[src/rtl/log_mem_wr_arb_pkg.sv]
// ============================================================================
// Module : log_mem_pkg
// Brief  : Shared types and default sizes for the log memory write arbiter.
// Rev    : 1.0  initial release
// ============================================================================
`default_nettype none

package log_mem_pkg;

  localparam int LOG_DATA_W = 512;
  localparam int LOG_ADDR_W = 10;
  localparam int LOG_DEPTH  = 1 << LOG_ADDR_W;

  typedef enum logic [1:0] {
    ARB_IDLE   = 2'd0,
    ARB_GRANT0 = 2'd1,
    ARB_GRANT1 = 2'd2
  } arb_state_e;

endpackage

`default_nettype wire

[src/rtl/log_mem_wr_arb_if.sv]
// ============================================================================
// Module : log_mem_wr_arb_if
// Brief  : Requester, memory write, reclaim and status bundle of the log
//          memory write arbiter. slave = arbiter side, master = environment.
// Rev    : 1.0  initial release
// ============================================================================
`default_nettype none

interface log_mem_wr_arb_if
  import log_mem_pkg::*;
#(
  parameter int DATA_W = LOG_DATA_W,
  parameter int ADDR_W = LOG_ADDR_W
);

  logic              req0_wr_val;
  logic              req0_wr_last;
  logic [DATA_W-1:0] req0_wr_data;
  logic              req0_wr_rdy;

  logic              req1_wr_val;
  logic              req1_wr_last;
  logic [DATA_W-1:0] req1_wr_data;
  logic              req1_wr_rdy;

  logic              mem_wr_val;
  logic [ADDR_W-1:0] mem_wr_addr;
  logic [DATA_W-1:0] mem_wr_data;
  logic              mem_wr_rdy;

  logic              reclaim_val;
  logic [ADDR_W:0]   reclaim_lines;

  logic              log_has_space;
  logic [ADDR_W:0]   log_used;

  modport slave (
    input  req0_wr_val, req0_wr_last, req0_wr_data,
    output req0_wr_rdy,
    input  req1_wr_val, req1_wr_last, req1_wr_data,
    output req1_wr_rdy,
    output mem_wr_val, mem_wr_addr, mem_wr_data,
    input  mem_wr_rdy,
    input  reclaim_val, reclaim_lines,
    output log_has_space, log_used
  );

  modport master (
    output req0_wr_val, req0_wr_last, req0_wr_data,
    input  req0_wr_rdy,
    output req1_wr_val, req1_wr_last, req1_wr_data,
    input  req1_wr_rdy,
    input  mem_wr_val, mem_wr_addr, mem_wr_data,
    output mem_wr_rdy,
    output reclaim_val, reclaim_lines,
    input  log_has_space, log_used
  );

endinterface

`default_nettype wire

[src/rtl/log_mem_wr_arb_space_tracker.sv]
// ============================================================================
// Module : log_space_tracker
// Brief  : Owns the log write pointer and occupancy count. Accepted beats
//          advance the pointer and grow occupancy; reclaims shrink it, with
//          an over-reclaim clamped to zero.
// Rev    : 1.0  initial release
// ============================================================================
`default_nettype none

module log_space_tracker
  import log_mem_pkg::*;
#(
  parameter int ADDR_W = LOG_ADDR_W
) (
  input  logic              clk,
  input  logic              rst,
  input  logic              i_wr_acc,
  input  logic              i_reclaim_val,
  input  logic [ADDR_W:0]   i_reclaim_lines,
  output logic [ADDR_W-1:0] o_wr_ptr,
  output logic [ADDR_W:0]   o_used,
  output logic              o_has_space
);

  localparam logic [ADDR_W:0] c_DEPTH = {1'b1, {ADDR_W{1'b0}}};

  logic [ADDR_W-1:0] r_wr_ptr;
  logic [ADDR_W:0]   r_used;
  logic [ADDR_W:0]   w_used_inc;
  logic [ADDR_W:0]   w_reclaim;
  logic [ADDR_W:0]   w_used_nxt;

  // Occupancy after this cycle's write (never exceeds DEPTH: writes need space)
  // minus this cycle's reclaim, clamped at zero on over-reclaim.
  always_comb begin
    w_used_inc = r_used + {{ADDR_W{1'b0}}, i_wr_acc};
    w_reclaim  = i_reclaim_val ? i_reclaim_lines : '0;
    if (w_reclaim > w_used_inc) begin
      w_used_nxt = '0;
    end else begin
      w_used_nxt = w_used_inc - w_reclaim;
    end
  end

  // Pointer wraps naturally through its width; occupancy follows the sum above.
  always_ff @(posedge clk) begin
    if (rst) begin
      r_wr_ptr <= '0;
      r_used   <= '0;
    end else begin
      if (i_wr_acc) begin
        r_wr_ptr <= r_wr_ptr + {{(ADDR_W-1){1'b0}}, 1'b1};
      end
      r_used <= w_used_nxt;
    end
  end

  // Status is forced to its reset view while rst is held.
  assign o_wr_ptr    = r_wr_ptr;
  assign o_used      = rst ? '0 : r_used;
  assign o_has_space = rst | (r_used != c_DEPTH);

endmodule

`default_nettype wire

[src/rtl/log_mem_wr_arb.sv]
// ============================================================================
// Module : log_mem_wr_arb
// Brief  : Arbitrates two multi-beat log writers (prepare, state-transfer)
//          onto one log memory write port. Grants are held for a whole
//          entry; ties alternate. Optional macro LOG_ARB_STATS_EN adds
//          per-requester accepted-beat counters.
// Rev    : 1.0  initial release
// ============================================================================
`default_nettype none

module log_mem_wr_arb
  import log_mem_pkg::*;
#(
  parameter int DATA_W = LOG_DATA_W,
  parameter int ADDR_W = LOG_ADDR_W
) (
  input  logic                   clk,
  input  logic                   rst,
  log_mem_wr_arb_if.slave        bus
`ifdef LOG_ARB_STATS_EN
  ,
  output logic [31:0]            req0_beats,
  output logic [31:0]            req1_beats
`endif
);

  localparam logic [1:0] S_IDLE   = ARB_IDLE;
  localparam logic [1:0] S_GRANT0 = ARB_GRANT0;
  localparam logic [1:0] S_GRANT1 = ARB_GRANT1;

  logic [1:0]        r_state;
  logic [1:0]        w_state_nxt;
  logic              r_last_grant;
  logic              w_last_grant_nxt;
  logic              w_has_space;
  logic [ADDR_W:0]   w_used;
  logic [ADDR_W-1:0] w_wr_ptr;
  logic              w_sel1;
  logic              w_granted;
  logic              w_req_val;
  logic              w_req_last;
  logic [DATA_W-1:0] w_req_data;
  logic              w_mem_val;
  logic              w_acc;

  // Granted-requester mux; forwarding only once a grant is held and space exists.
  always_comb begin
    w_sel1     = (r_state == S_GRANT1);
    w_granted  = (r_state == S_GRANT0) || (r_state == S_GRANT1);
    w_req_val  = w_sel1 ? bus.req1_wr_val  : bus.req0_wr_val;
    w_req_last = w_sel1 ? bus.req1_wr_last : bus.req0_wr_last;
    w_req_data = w_sel1 ? bus.req1_wr_data : bus.req0_wr_data;
    w_mem_val  = ~rst & w_granted & w_req_val & w_has_space;
    w_acc      = w_mem_val & bus.mem_wr_rdy;
  end

  assign bus.mem_wr_val    = w_mem_val;
  assign bus.mem_wr_addr   = w_wr_ptr;
  assign bus.mem_wr_data   = w_req_data;
  assign bus.req0_wr_rdy   = ~rst & (r_state == S_GRANT0) & bus.mem_wr_rdy & w_has_space;
  assign bus.req1_wr_rdy   = ~rst & (r_state == S_GRANT1) & bus.mem_wr_rdy & w_has_space;
  assign bus.log_has_space = w_has_space;
  assign bus.log_used      = w_used;

  // Next grant: IDLE picks a requester (tie goes away from last_grant);
  // a grant is released only by an accepted last beat.
  always_comb begin
    w_state_nxt      = r_state;
    w_last_grant_nxt = r_last_grant;
    case (r_state)
      S_IDLE: begin
        if (bus.req0_wr_val && bus.req1_wr_val) begin
          if (r_last_grant) begin
            w_state_nxt      = S_GRANT0;
            w_last_grant_nxt = 1'b0;
          end else begin
            w_state_nxt      = S_GRANT1;
            w_last_grant_nxt = 1'b1;
          end
        end else if (bus.req0_wr_val) begin
          w_state_nxt      = S_GRANT0;
          w_last_grant_nxt = 1'b0;
        end else if (bus.req1_wr_val) begin
          w_state_nxt      = S_GRANT1;
          w_last_grant_nxt = 1'b1;
        end
      end
      S_GRANT0, S_GRANT1: begin
        if (w_acc && w_req_last) begin
          w_state_nxt = S_IDLE;
        end
      end
      default: w_state_nxt = S_IDLE;
    endcase
  end

  // Arbiter state; reset makes req0 win the first tie.
  always_ff @(posedge clk) begin
    if (rst) begin
      r_state      <= S_IDLE;
      r_last_grant <= 1'b1;
    end else begin
      r_state      <= w_state_nxt;
      r_last_grant <= w_last_grant_nxt;
    end
  end

  log_space_tracker #(
    .ADDR_W (ADDR_W)
  ) u_space (
    .clk             (clk),
    .rst             (rst),
    .i_wr_acc        (w_acc),
    .i_reclaim_val   (bus.reclaim_val),
    .i_reclaim_lines (bus.reclaim_lines),
    .o_wr_ptr        (w_wr_ptr),
    .o_used          (w_used),
    .o_has_space     (w_has_space)
  );

`ifdef LOG_ARB_STATS_EN
  logic [31:0] r_req0_beats;
  logic [31:0] r_req1_beats;

  // Accepted-beat counters per requester, free-running with wrap.
  always_ff @(posedge clk) begin
    if (rst) begin
      r_req0_beats <= '0;
      r_req1_beats <= '0;
    end else if (w_acc) begin
      if (w_sel1) begin
        r_req1_beats <= r_req1_beats + 32'd1;
      end else begin
        r_req0_beats <= r_req0_beats + 32'd1;
      end
    end
  end

  assign req0_beats = r_req0_beats;
  assign req1_beats = r_req1_beats;
`endif

endmodule

`default_nettype wire
[src/flat_wrapper.sv]
// flat-port wrapper written by rule: the top's interface ports become plain ports
module log_mem_wr_arb_flat import log_mem_pkg::*;
#(
  parameter int DATA_W = LOG_DATA_W,
  parameter int ADDR_W = LOG_ADDR_W
)
  (clk, rst, bus_req0_wr_val, bus_req0_wr_last, bus_req0_wr_data, bus_req0_wr_rdy, bus_req1_wr_val, bus_req1_wr_last, bus_req1_wr_data, bus_req1_wr_rdy, bus_mem_wr_val, bus_mem_wr_addr, bus_mem_wr_data, bus_mem_wr_rdy, bus_reclaim_val, bus_reclaim_lines, bus_log_has_space, bus_log_used);
  log_mem_wr_arb_if #(.DATA_W(DATA_W), .ADDR_W(ADDR_W)) bus_i ();
  input  logic clk;
  input  logic rst;
  input wire logic [$bits(bus_i.req0_wr_val)-1:0] bus_req0_wr_val;
  input wire logic [$bits(bus_i.req0_wr_last)-1:0] bus_req0_wr_last;
  input wire logic [$bits(bus_i.req0_wr_data)-1:0] bus_req0_wr_data;
  output wire logic [$bits(bus_i.req0_wr_rdy)-1:0] bus_req0_wr_rdy;
  input wire logic [$bits(bus_i.req1_wr_val)-1:0] bus_req1_wr_val;
  input wire logic [$bits(bus_i.req1_wr_last)-1:0] bus_req1_wr_last;
  input wire logic [$bits(bus_i.req1_wr_data)-1:0] bus_req1_wr_data;
  output wire logic [$bits(bus_i.req1_wr_rdy)-1:0] bus_req1_wr_rdy;
  output wire logic [$bits(bus_i.mem_wr_val)-1:0] bus_mem_wr_val;
  output wire logic [$bits(bus_i.mem_wr_addr)-1:0] bus_mem_wr_addr;
  output wire logic [$bits(bus_i.mem_wr_data)-1:0] bus_mem_wr_data;
  input wire logic [$bits(bus_i.mem_wr_rdy)-1:0] bus_mem_wr_rdy;
  input wire logic [$bits(bus_i.reclaim_val)-1:0] bus_reclaim_val;
  input wire logic [$bits(bus_i.reclaim_lines)-1:0] bus_reclaim_lines;
  output wire logic [$bits(bus_i.log_has_space)-1:0] bus_log_has_space;
  output wire logic [$bits(bus_i.log_used)-1:0] bus_log_used;
  assign bus_i.req0_wr_val = bus_req0_wr_val;
  assign bus_i.req0_wr_last = bus_req0_wr_last;
  assign bus_i.req0_wr_data = bus_req0_wr_data;
  assign bus_req0_wr_rdy = bus_i.req0_wr_rdy;
  assign bus_i.req1_wr_val = bus_req1_wr_val;
  assign bus_i.req1_wr_last = bus_req1_wr_last;
  assign bus_i.req1_wr_data = bus_req1_wr_data;
  assign bus_req1_wr_rdy = bus_i.req1_wr_rdy;
  assign bus_mem_wr_val = bus_i.mem_wr_val;
  assign bus_mem_wr_addr = bus_i.mem_wr_addr;
  assign bus_mem_wr_data = bus_i.mem_wr_data;
  assign bus_i.mem_wr_rdy = bus_mem_wr_rdy;
  assign bus_i.reclaim_val = bus_reclaim_val;
  assign bus_i.reclaim_lines = bus_reclaim_lines;
  assign bus_log_has_space = bus_i.log_has_space;
  assign bus_log_used = bus_i.log_used;
  log_mem_wr_arb #(.DATA_W(DATA_W), .ADDR_W(ADDR_W)) u_core (.clk(clk), .rst(rst), .bus(bus_i));
endmodule
[config.mk]
export PLATFORM = sky130hd
export DESIGN_NAME = log_mem_wr_arb_flat
export DESIGN_NICKNAME = d
export VERILOG_FILES = /design/src/rtl/log_mem_wr_arb_pkg.sv /design/src/rtl/log_mem_wr_arb_if.sv /design/src/rtl/log_mem_wr_arb_space_tracker.sv /design/src/rtl/log_mem_wr_arb.sv /design/src/flat_wrapper.sv
export SDC_FILE = /design/constraint.sdc
export NUM_CORES = 1
export LEC_CHECK = 0
export BUFFER_PORTS_ARGS = -buffer_cell sky130_fd_sc_hd__buf_2
export CAP_MARGIN = 0
export CORE_AREA = 2 2 621 623
export CTS_BUF_LIST = sky130_fd_sc_hd__clkbuf_8
export CTS_CLUSTER_DIAMETER = 30
export DETAILED_ROUTE_END_ITERATION = 10
export DIE_AREA = 0 0 623 625
export GPL_TIMING_DRIVEN = 0
export PLACE_DENSITY = 0.3
export SETUP_SLACK_MARGIN = 0.02
export SYNTH_ARGS = -nofsm -noshare
export SYNTH_HDL_FRONTEND = slang
export SYNTH_SLANG_ARGS = --single-unit
[constraint.sdc]
create_clock -name clk -period 3.3 [get_ports clk]
set_input_delay 0.66 -clock clk [delete_from_list [all_inputs] [get_ports clk]]
set_output_delay 0.66 -clock clk [all_outputs]
set_load 0.01 [all_outputs]
==> results of run 1 <==
-- cell families after synthesis --
| logic type | count (synthesis) | share of synthesized area (%) |
|---|---|---|
| multiplexers | 515 | 74.5 |
| buffers and inverters | 71 | 4.30 |
| AO/OA/AOI/OAI | 28 | 2.85 |
| flip-flops | 24 | 6.18 |
| adder cells (fa/ha/maj) | 18 | 2.99 |
| AND/OR/NAND/NOR | 104 | 6.47 |
| XOR/XNOR | 24 | 2.70 |
==> flow_summary.toml, run 1 <==
[status]
error_line = "[ERROR GPL-0305] RePlAce diverged during gradient descent calculation, resulting in an invalid step length (Inf or NaN). This is often caused by numerical instability ..."
status = "stopped before the end"
stop_stage = "global placement"

[yosys]
synth-edff-count = 0
ys_types = 42
synth.largest_area_cell = "mux2_2"
yosysWarnings = 0
yosys_register_bits = 24
synthArstFlopShare_pct = 0
yosysTopAreaCellShare_pct = 74.1
synth_seq_area_share_pct = 6.18
yosysMostFrequentCell = "mux2_2"
syn_area_per_cell_um2 = 9.92
syn-num-nets = 1845
synth_commonest_cells = "mux2_2, buf_2, nor2_1"
synth_area_leaders = "mux2_2, dfxtp_1, buf_2, ha_1, xnor2_1"
postSynthCellCount = 784
synth-main-ff-cell = "dfxtp_1"
syn-cell-area_mm2 = 0.00778

[floorplanning]
fp.dieH_um = 625
initial_core_util_pct = 2.03
die_w_um = 623
num_io_pins = 1580
rows = 228

[placed_design]
io_buffers = 1578
==> run 2: changes to the inputs <==
CORE_AREA = 2 2 620 622   (was 2 2 621 623)
CTS_BUF_LIST = default   (was sky130_fd_sc_hd__clkbuf_8)
CTS_CLUSTER_DIAMETER = default   (was 30)
DIE_AREA = 0 0 622 624   (was 0 0 623 625)
PLACE_DENSITY = default   (was 0.3)
PLACE_DENSITY_LB_ADDON = 0.15   (was default)
SETUP_SLACK_MARGIN = default   (was 0.02)
clock period = 4.29 ns   (was 3.3 ns; I/O delays follow)
==> run 2 against run 1 <==
Synthesized cell count unchanged. Area after synthesis unchanged. The flow now finishes without violations.
==> flow_summary.toml, run 2 <==
[finish]
final_cells = 7547
fill_cells = 45417
final_common_cell = "buf_2"
design_area_mm2 = 0.0225
largest_reg_flops = 11
top_register = "u_core.u_space.r_used"
drive_gt1_share_pct = 91.4
regArea_um2 = 480
area_growth_syn_to_layout_pct = 190
fin_nets = 3434
multi_input_area_mm2 = 0.00699
final_cell_mix = "buf_2, mux2_2, nor2_1, nand2_1, dfxtp_1"

[grt]
grt_max_degree = 16
grt_pass1_vias = 14794
grt_pass1_wl_um = 353000
antenna_found_initial = 560
grt_overflow = 0
track_usage_pct = 15.8

[floorplanning]
rows = 227
die_w_um = 622
num_io_pins = 1580
die_area_mm2 = 0.388
fp.dieH_um = 624
core_region_area_mm2 = 0.381
initial_core_util_pct = 2.04

[yosys]
yosysTopAreaCellShare_pct = 74.1
yosysWarnings = 0
synth_commonest_cells = "mux2_2, buf_2, nor2_1"
synth_compound_area_share_pct = 2.85
yosys_register_bits = 24
yosys.area_share.simple_pct = 6.47
synthMuxAreaShare_pct = 74.5
ys_types = 42
synth-main-ff-cell = "dfxtp_1"
syn-num-nets = 1845
synthXorXnorAreaFrac_pct = 2.70
syn_area_per_cell_um2 = 9.92
syn-cell-area_mm2 = 0.00778
synth-edff-count = 0
synthArstFlopShare_pct = 0
synth_top_family_by_area = "multiplexers"
synth_area_leaders = "mux2_2, dfxtp_1, buf_2, ha_1, xnor2_1"
synth_seq_area_share_pct = 6.18
synth.largest_area_cell = "mux2_2"
synth_adder_area_share_pct = 2.99
yosysMostFrequentCell = "mux2_2"
postSynthCellCount = 784

[drt]
first_pass_iters = 4
drt_iter0_markers = 1015
postRouteAntennaNets = 0
wire_per_inst_um = 42.5
post-route-drc-count = 0
vias = 16387
viasPerCell = 2.17
routed_wl_um = 320000

[placed_design]
io_buffers = 1578
place_hpwl_um = 311000
placed_cell_area_mm2 = 0.0220
dp.cells = 7401
pre_cts_slack_ns = -1.02
gp_congestion = 1.04

[power]
power_uw = 6730
peakVddDrop_mv = 0.111
p_leak_uw = 0.00919
power.density_mw_per_mm2 = 298

[cts]
cts_tree = "yes"
clk_path_buf_depth = 2
path_clk_slew_ns = 0.10
cts_num_sinks = 24
insertion_delay_ns = 0.29
cts-root-buf = "clkbuf_16"
numCtsBuffers = 3
htreeDepth = 1

[critical_path]
endpoint_kind = "output port"
start_kind = "flip-flop"
arrival_ns = 3.23
critPathMaxFanout = 17
crit_required_ns = 3.43
worstSetupPathType = "reg2out"

[timing]
fmax_mhz = 245
clock_skew_ns = 0.0266
tightest_slew_ns = 0.886
hold_viol_final = 0
setup_viol_count_final = 0
setup_slack_ns = 0.205
relSlewSlack_pct = 41.0
period_share_pct = 95.2
period_minus_slack_ns = 4.08
finalMaxSlewViolations = 0
rsz0062_at_grt = "no"

[flow_run]
max-cap-violations = 0

[hold_path]
hold_path.class = "reg2reg"

[status]
status = "finished clean"
[run 2: cell counts after synthesis]
Identical to the previous run, type by type.
[run 2: path summary, 6_finish.rpt]
kind / startpoint / endpoint / slack, ns / cells after the start
worst max register to register: u_core.r_state[1]$_SDFFE_PP0P_ / u_core.u_space.r_used[4]$_SDFF_PP0_ / 0.38 / 18
worst min-delay path: u_core.u_space.o_wr_ptr[1]$_SDFFE_PP0P_ / u_core.u_space.o_wr_ptr[1]$_SDFFE_PP0P_ / 0.53 / 2
worst min register to register: u_core.u_space.o_wr_ptr[1]$_SDFFE_PP0P_ / u_core.u_space.o_wr_ptr[1]$_SDFFE_PP0P_ / 0.53 / 2
worst max-delay path: u_core.r_state[0]$_SDFFE_PP0P_ / bus_mem_wr_data[207] / 0.21 / 8
[run 2: repair_timing]
item,in CTS,in global routing
gates cloned,0,0
buffers inserted,2,4
gates resized for setup,13,3
endpoints found under the hold margin,0,0
hold buffers,0,0
pin swaps,1,1
setup endpoints to repair,103,10
[run 2: worst max-delay path, cell delays in order, from the launching register on]
cell and delay [ns]:
dfxtp_1 0.33, inv_1 0.09, ha_1 0.20, clkbuf_2 0.46, buf_12 0.25, clkbuf_2 0.37, buf_2 0.45, mux2_2 0.46
buf_2 0.20
[run 2: stage by stage]
step | util (%) | setup TNS (ns) | hold WS (ns)
after floorplan | - | 0 | 0.505
after global placement | 5.77 | -468.05 | 0.528
after detailed placement | 5.77 | -10.45 | 0.525
after CTS | 5.81 | 0 | 0.539
after global routing | 5.84 | 0 | 0.550
final | 5.91 | 0 | 0.531
[run 2: layout make-up]
type	count	area share, %
clock buffers	3	0.333
multi-input cells	689	31.0
diodes	137	1.52
inverters	9	0.172
repair buffers	1585	35.3
flip-flops and latches	24	2.13
clock inverters	1	0.133
plain buffers	61	1.40
well taps	5038	28.0
[run 2: logic make-up (layout without fill, tap and decap cells)]
group | after synthesis | count (layout)
compound gates | 28 | 28
xor+xnor | 24 | 24
fa+ha+maj | 18 | 18
buf+inv | 71 | 1659
flops | 24 | 24
mux | 515 | 515
other cells | 0 | 137
simple gates | 104 | 104
[run 2: layer usage]
layer / global-route usage, % / wire, um
met1: 20.0 / 136000
met2: 25.3 / 141000
met3: 7.69 / 37500
met4: 0.688 / 4320
met5: 0 / 1640
[run 2: power breakdown]
group	switching (uW)	internal [uW]
clock	117	187
combinational	3960	2180
sequential	35.2	248
Power figures use the tool's default switching activity.
